--- src/rtl/stream_mux_rr.sv ---
// rtl/stream_mux_rr.sv - round-robin N:1 packet stream mux with registered output
// Optional STREAM_MUX_FORCE_SEL_EN adds force_en/force_sel to override the arbiter in IDLE.
module stream_mux_rr #(
  parameter int NUM_IN = 4,
  parameter int DATA_W = 8,
  parameter int SEL_W  = 2
) (
  input  logic                     clk,
  input  logic                     resetn,
  input  logic [NUM_IN-1:0]        in_valid,
  input  logic [NUM_IN*DATA_W-1:0] in_data,
  input  logic [NUM_IN-1:0]        in_last,
  output logic [NUM_IN-1:0]        in_ready,
  output logic                     out_valid,
  output logic [DATA_W-1:0]        out_data,
  output logic                     out_last,
  output logic [SEL_W-1:0]         out_sel,
  input  logic                     out_ready
`ifdef STREAM_MUX_FORCE_SEL_EN
  ,
  input  logic                     force_en,
  input  logic [SEL_W-1:0]         force_sel
`endif
);

  localparam int SEL_EXP = (NUM_IN > 1) ? $clog2(NUM_IN) : 1;

  if (SEL_W != SEL_EXP || NUM_IN < 1 || NUM_IN > 16) begin : g_param_check
    $error("stream_mux_rr: SEL_W must be max(1,clog2(NUM_IN)) and NUM_IN must be 1..16");
  end

  typedef enum logic {S_IDLE, S_LOCKED} state_t;

  state_t            state, state_next;
  logic [SEL_W-1:0]  grant, grant_next;
  logic [SEL_W-1:0]  last_grant, last_grant_next;
  logic              load_ok;
  logic              take;
  logic              rr_found;
  logic [SEL_W-1:0]  rr_pick;
  logic              rr_hold;
  logic              grant_valid;
  logic              grant_last;
  logic [DATA_W-1:0] grant_data;

  // Steer the granted stream's handshake/payload without variable-width indexing.
  always_comb begin
    grant_valid = 1'b0;
    grant_last  = 1'b0;
    grant_data  = '0;
    for (int i = 0; i < NUM_IN; i++) begin
      if (grant == SEL_W'(i)) begin
        grant_valid = in_valid[i];
        grant_last  = in_last[i];
        grant_data  = in_data[i*DATA_W +: DATA_W];
      end
    end
  end

  // First requester at distance 1..NUM_IN above last_grant, wrapping.
  always_comb begin
    rr_found = 1'b0;
    rr_pick  = '0;
    for (int k = 1; k <= NUM_IN; k++) begin
      for (int i = 0; i < NUM_IN; i++) begin
        if (!rr_found && in_valid[i] && ((int'(last_grant) + k) % NUM_IN) == i) begin
          rr_found = 1'b1;
          rr_pick  = SEL_W'(i);
        end
      end
    end
  end

`ifdef STREAM_MUX_FORCE_SEL_EN
  logic forced;
  logic force_hit;

  always_comb begin
    force_hit = 1'b0;
    for (int i = 0; i < NUM_IN; i++) begin
      if (force_sel == SEL_W'(i) && in_valid[i]) begin
        force_hit = 1'b1;
      end
    end
  end

  // A forced packet leaves the round-robin pointer where it was.
  always_ff @(posedge clk) begin
    if (!resetn) begin
      forced <= 1'b0;
    end else if (state == S_IDLE && state_next == S_LOCKED) begin
      forced <= force_en;
    end
  end

  assign rr_hold = forced;
`else
  assign rr_hold = 1'b0;
`endif

  always_ff @(posedge clk) begin
    if (!resetn) begin
      state      <= S_IDLE;
      grant      <= '0;
      last_grant <= SEL_W'(NUM_IN - 1);
    end else begin
      state      <= state_next;
      grant      <= grant_next;
      last_grant <= last_grant_next;
    end
  end

  always_comb begin
    state_next      = state;
    grant_next      = grant;
    last_grant_next = last_grant;
    in_ready        = '0;
    take            = 1'b0;
    load_ok         = !out_valid || out_ready;
    case (state)
      S_IDLE: begin
`ifdef STREAM_MUX_FORCE_SEL_EN
        if (force_en) begin
          if (force_hit) begin
            grant_next = force_sel;
            state_next = S_LOCKED;
          end
        end else if (rr_found) begin
          grant_next = rr_pick;
          state_next = S_LOCKED;
        end
`else
        if (rr_found) begin
          grant_next = rr_pick;
          state_next = S_LOCKED;
        end
`endif
      end
      S_LOCKED: begin
        for (int i = 0; i < NUM_IN; i++) begin
          if (grant == SEL_W'(i)) begin
            in_ready[i] = load_ok;
          end
        end
        take = grant_valid && load_ok;
        if (take && grant_last) begin
          state_next = S_IDLE;
          if (!rr_hold) begin
            last_grant_next = grant;
          end
        end
      end
      default: state_next = S_IDLE;
    endcase
  end

  always_ff @(posedge clk) begin
    if (!resetn) begin
      out_valid <= 1'b0;
      out_data  <= '0;
      out_last  <= 1'b0;
      out_sel   <= '0;
    end else if (take) begin
      out_valid <= 1'b1;
      out_data  <= grant_data;
      out_last  <= grant_last;
      out_sel   <= grant;
    end else if (out_ready) begin
      out_valid <= 1'b0;
    end
  end

endmodule

--- config.mk ---
export PLATFORM = sky130hd
export DESIGN_NAME = stream_mux_rr
export DESIGN_NICKNAME = d
export VERILOG_FILES = /design/src/rtl/stream_mux_rr.sv
export SDC_FILE = /design/constraint.sdc
export NUM_CORES = 1
export LEC_CHECK = 0
export ABC_AREA = 0
export CAP_MARGIN = 20
export CORE_MARGIN = 2
export CORE_UTILIZATION = 38
export DETAILED_ROUTE_END_ITERATION = 10
export PLACE_DENSITY = 0.9
export SLEW_MARGIN = 20
export SYNTH_ARGS = -nofsm -noshare
export SYNTH_HDL_FRONTEND = slang
export SYNTH_SLANG_ARGS = --single-unit
--- constraint.sdc ---
create_clock -name clk -period 2.1 [get_ports clk]
set_input_delay 0.21 -clock clk [delete_from_list [all_inputs] [get_ports clk]]
set_output_delay 0.21 -clock clk [all_outputs]
set_load 0.05 [all_outputs]
# --- Word level (Yosys, flattened, before mapping) ---
# Cells that the tools add are included.
op_classes:
  addsub: 4
  eq_ne: 15
  mux: 54
  n_bitwise: 5
  n_reduce_logical: 62
op_table:
  columns: ["operator", "count"]
  rows:
  - ["zero test 32 bit", 4]
  - ["2-to-1 mux 1 bit", 34]
  - ["logical AND 1 bit", 33]
  - ["2-to-1 mux 8 bit", 4]
  - ["2-to-1 mux 2 bit", 14]
  - ["equality test 3 bit, second input constant", 8]
  - ["zero test 1 bit", 16]
  - ["equality test 3 x 2 -> 1 bit, second input constant", 4]
  - ["OR reduction 2 bit", 4]
  - ["adder 2 x 1 -> 2 bit, second input constant", 2]
  - ["adder 2 bit, second input constant", 2]
  - ["bitwise AND 1 bit, first input constant", 4]
  - ["equality test 2 bit, second input constant", 2]
  - ["2-to-1 mux 4 bit", 1]
  - ["AND reduction 2 bit", 2]
  - ["equality test 2 x 1 -> 1 bit, second input constant", 1]
  - ["zero test 2 bit", 1]
  - ["one-hot mux 1 bit (2 select lines)", 1]
  - ["nonzero test 2 bit", 1]
  - ["logical OR 1 bit", 1]
  - ["NOT 1 bit", 1]
totals:
  register_bits: 17
  input_bits: 43
  out_inout_bits: 16
  elab_cells: 147

# --- Depth between registers and ports, before layout ---
logic_depth:
  word_depth: 68
  depth_mapped: 6
  mapped_depth_nobuf: 4

# --- Worst setup path after synthesis ---
# OpenSTA, ideal clock, no wires.
synth_path:
  kind: "reg2out"
  startpoint: "register out_valid"
  endpoint: "output in_ready[0]"
  arrival_time_ps: 1839
  required_ps: 1890
  slack_ps: 51
  stages_incl_launch_ff: 4
  path_buffers: 0
  cell_sequence: "dfxtp_1 nand2b_1 nand2_1 nor3_1"
synth_between:
  elab_chain_cells: 4
synth_lines:
  columns: ["item", "line", "rtl"]
  rows:
  - ["from (decl)", "14", "output logic out_valid,"]
  - ["from (signal assigned)", "159", "out_valid <= 1'b0;"]
  - ["from (signal assigned)", "164", "out_valid <= 1'b1;"]
  - ["from (signal assigned)", "169", "out_valid <= 1'b0;"]
  - ["zero test 1 bit", "119", "load_ok = !out_valid || out_ready;"]
  - ["logical OR 1 bit", "119", null]
  - ["2-to-1 mux 1 bit", "141", "if (grant == SEL_W'(i)) begin"]
  - ["2-to-1 mux 4 bit", "120", "case (state)"]
  - ["to (decl)", "13", "output logic [NUM_IN-1:0] in_ready,"]
# Every way passes these cells.

# --- Worst setup path in the final report ---
layout_path:
  startpoint: "register grant[1]"
  endpoint: "output in_ready[2]"
layout_between:
  elab_chain_cells: 3
layout_lines:
  columns: ["item", "line", "rtl"]
  rows:
  - ["from (decl)", "35", "logic [SEL_W-1:0] grant, grant_next;"]
  - ["from (signal assigned)", "108", "grant <= grant_next;"]
  - ["equality test 2 bit", "141", null]
  - ["2-to-1 mux 1 bit", "141", null]
  - ["2-to-1 mux 4 bit", "120", null]
# Every way passes these cells.

==> results.md <==
- Outcome: complete, no violations
- Largest net degree at the start of global routing: 18
- Layout Skew: 0.01174 ns
- Worst min-delay path category: register to register
- Total power: 0.9497 mW
- Cell taking the most area after synthesis: dfxtp_1
- Crit path max-delay cell type: dfxtp_1
- Minimum clock period: 1.933 ns
- Share of the synthesized area in the top cell type: 32.54%
- Post-CTS sizing: 0
- Max incr delay on CP: 0.56 ns
- Total CTS buffers: 3
- Crit path max-delay family: flip-flops
- FMAX: 517.5 MHz
- Max clock buf depth: 2
- Global route overflow: 0
- ANT nets after route: 0
- R2R depth: 4
- Post-synthesis mux area share: 31.94%
- Synth Area in XOR/XNOR: 0%
- FILL cells: 228
- Most common cell in the netlist: dfxtp_1
- Number of global-route vias before repair: 977
- First-pass GRT wire length: 4326 um
- # port buffers: 58
- Setup bufs post-CTS: 0
- Final setup TNS: 0 ns
- Leak: 0.6533 nW
- Final worst setup slack: 0.1675 ns
- Die W: 56.47 um
- DP HPWL: 2190 um
- Synth Area in Simple Gates: 17.70%
- Synth cell types: 31
- Critical Path RT: 1.89 ns
- Commonest cells post-synth: 17 x dfxtp_1, 12 x mux2i_1, 11 x nor2b_1
- Worst Hold Margin: 0.4700 ns
- Hold EP: out_last
- Pre-CTS WS: 0.1397 ns
- Final critical-path share of the clock period: 92.02%
- First-pass iteration count of the detailed router: 4
- Tot GR Track Use: 17.66%
- RR Endpoint: last_grant[0]
- WL/cell: 14.57 um
- Crit path kind: register to output pin
- VDD IR max: 0.0003884 V
- Crit Path Max Fanout: 9
- DRC violation count after routing: 0
- Top cells by area, synth: dfxtp_1 33%, mux4_2 13%, mux2i_1 11%
- Core ar.: 2686 um^2
- Most used DFF post-synth: dfxtp_1
- Area occupied by multi-input gates: 639.4 um^2
- Iteration-0 DRC Markers: 22
- Post-Synth Adder-Cell Area: 0%
- Routed WL: 2710 um
- Maxcap violations: 0
- Area delta synth->final: 61.72%
- Placed cell areas: 1665 um^2
- Slew headroom: 65.21%
- Post-synthesis sequential area ratio: 32.54%
- Die ar.: 3188 um^2
- DIE HEIGHT: 56.47 um
- Synth Area in Compound Gates: 11.48%
- Reg-to-reg setup timing slack: 0.38 ns
- Initial antenna violation count: 0
- Count of final setup violators: 0
- Initial Util: 38.94%
- Worst setup SP type: register
- Syn. warnings: 0
- Vias per cell: 5.301
- Crit. End Element: output pin
- RSZ-0062 raised after global routing: no
- Worst path bufs/invs: 3
- Nets: 199
- Crit-path cells: buf_4 > inv_1 > nor3_1 > buf_12
- Launch point of the worst reg-to-reg path: grant[1]
- Clk slew on worst S/H paths: 0.10 ns
- Placed cell count: 182
- Min-delay src: out_last
- Synthesized cell area: 1046 um^2
- IO Pins: 59
- H-tree depth: 1
- Design area: 1692 um^2
- Slew @ Worst Pin: 0.5202 ns
- Number of flops mapped to enable cells by yosys: 0
- Synth Register Bits: 17
- Combinational family with the most area after synthesis: multiplexers
- Slew Viols, Final: 0
- Fin cells: 186
- Gpl congestion: 0.8590
- Share of layout cells above drive strength 1: 10.32%
- Core Rows: 19
- Post-Synthesis Cells: 97
- Vias: 986
- Sink Count: 17
- Worst endpoint data arrival time: 1.72 ns
- Final core occ: 62.97%
- Nets in the synthesized netlist: 140
- Root buf cell: clkbuf_4
- Syn avg cell area: 10.78 um^2
- FFs w/ async S/R, synth: 0%
- Pwr Density: 561.4 nW/um^2
- Hold Violations, Final: 0
- Hold-fix buffers, CTS: 0
- Min-Delay Path Depth: 2
- N_diodes: 0
- Register area: 340.3 um^2
- Clk Latency, worst-skew pair: 0.30 ns
- CTS tree: yes
[sequential cells by signal, summed over array words and instances (netlist names)]
name        count
state           1
out_sel         2
out_last        1
grant           2
out_valid       1
last_grant      2
out_data        8
[power by group]
group,internal [mW],switching (mW)
Combinational,0.210,0.188
Sequential,0.350,0.0245
Clock,0.0739,0.103
Total,0.634,0.316
[worst max-delay path by stage]
stage,from,endpoint,slack [ns],cells past startpoint
3_3_place_gp,in_valid[1],last_grant[0],0.20,5
2_1_floorplan,out_valid,in_ready[0],0.05,3
5_1_grt,grant[1],in_ready[2],0.04,4
6_report,grant[1],in_ready[2],0.17,4
3_5_place_dp,in_valid[1],last_grant[0],0.14,5
4_1_cts,grant[1],in_ready[2],0.15,4
[worst min-delay path, stage by stage, from the launching register on]
cell and delay, ns:
dfxtp_1 0.32, nand2_1 0.06, a21boi_1 0.05
[layout by cell type (no fill, tap or decap), drive strengths merged]
master / instances
a2bb2oi: 1
nand2: 4
a21boi: 2
inv: 3
a211o: 1
nor2: 5
nor4: 1
buf: 6
o31ai: 1
mux2i: 12
nor3b: 1
o21a: 1
clkbuf: 4
nor3: 3
a21o: 2
a21oi: 4
a211oi: 1
dfxtp: 17
and3: 1
nor2b: 11
mux4: 9
o21ai: 4
clkdlybuf4s50: 54
nand3: 2
nand2b: 4
a311o: 1
[logic make-up after synthesis]
group	Yosys count
compound gates	18
mux	21
buf+inv	9
flops	17
simple gates	32
[routing by layer]
| layer | vias to the layer above | track usage [%] | wire [um] |
|---|---|---|---|
| li1 | 475 | - | - |
| met1 | 457 | 20.23 | 959 |
| met2 | 48 | 30.40 | 1488 |
| met3 | 6 | 2.765 | 179 |
| met4 | 0 | 10.88 | 82 |
| met5 | - | 0 | 0 |
[area by class of cell]
cell class	count	share of cell area, %
clock buffer	4	1.553
sequential	17	20.12
timing repair buffer	60	37.57
tap	31	2.293
inverter	3	0.6657
multi-input combinational	71	37.80
Note: power is estimated with default switching activity, not from simulation.
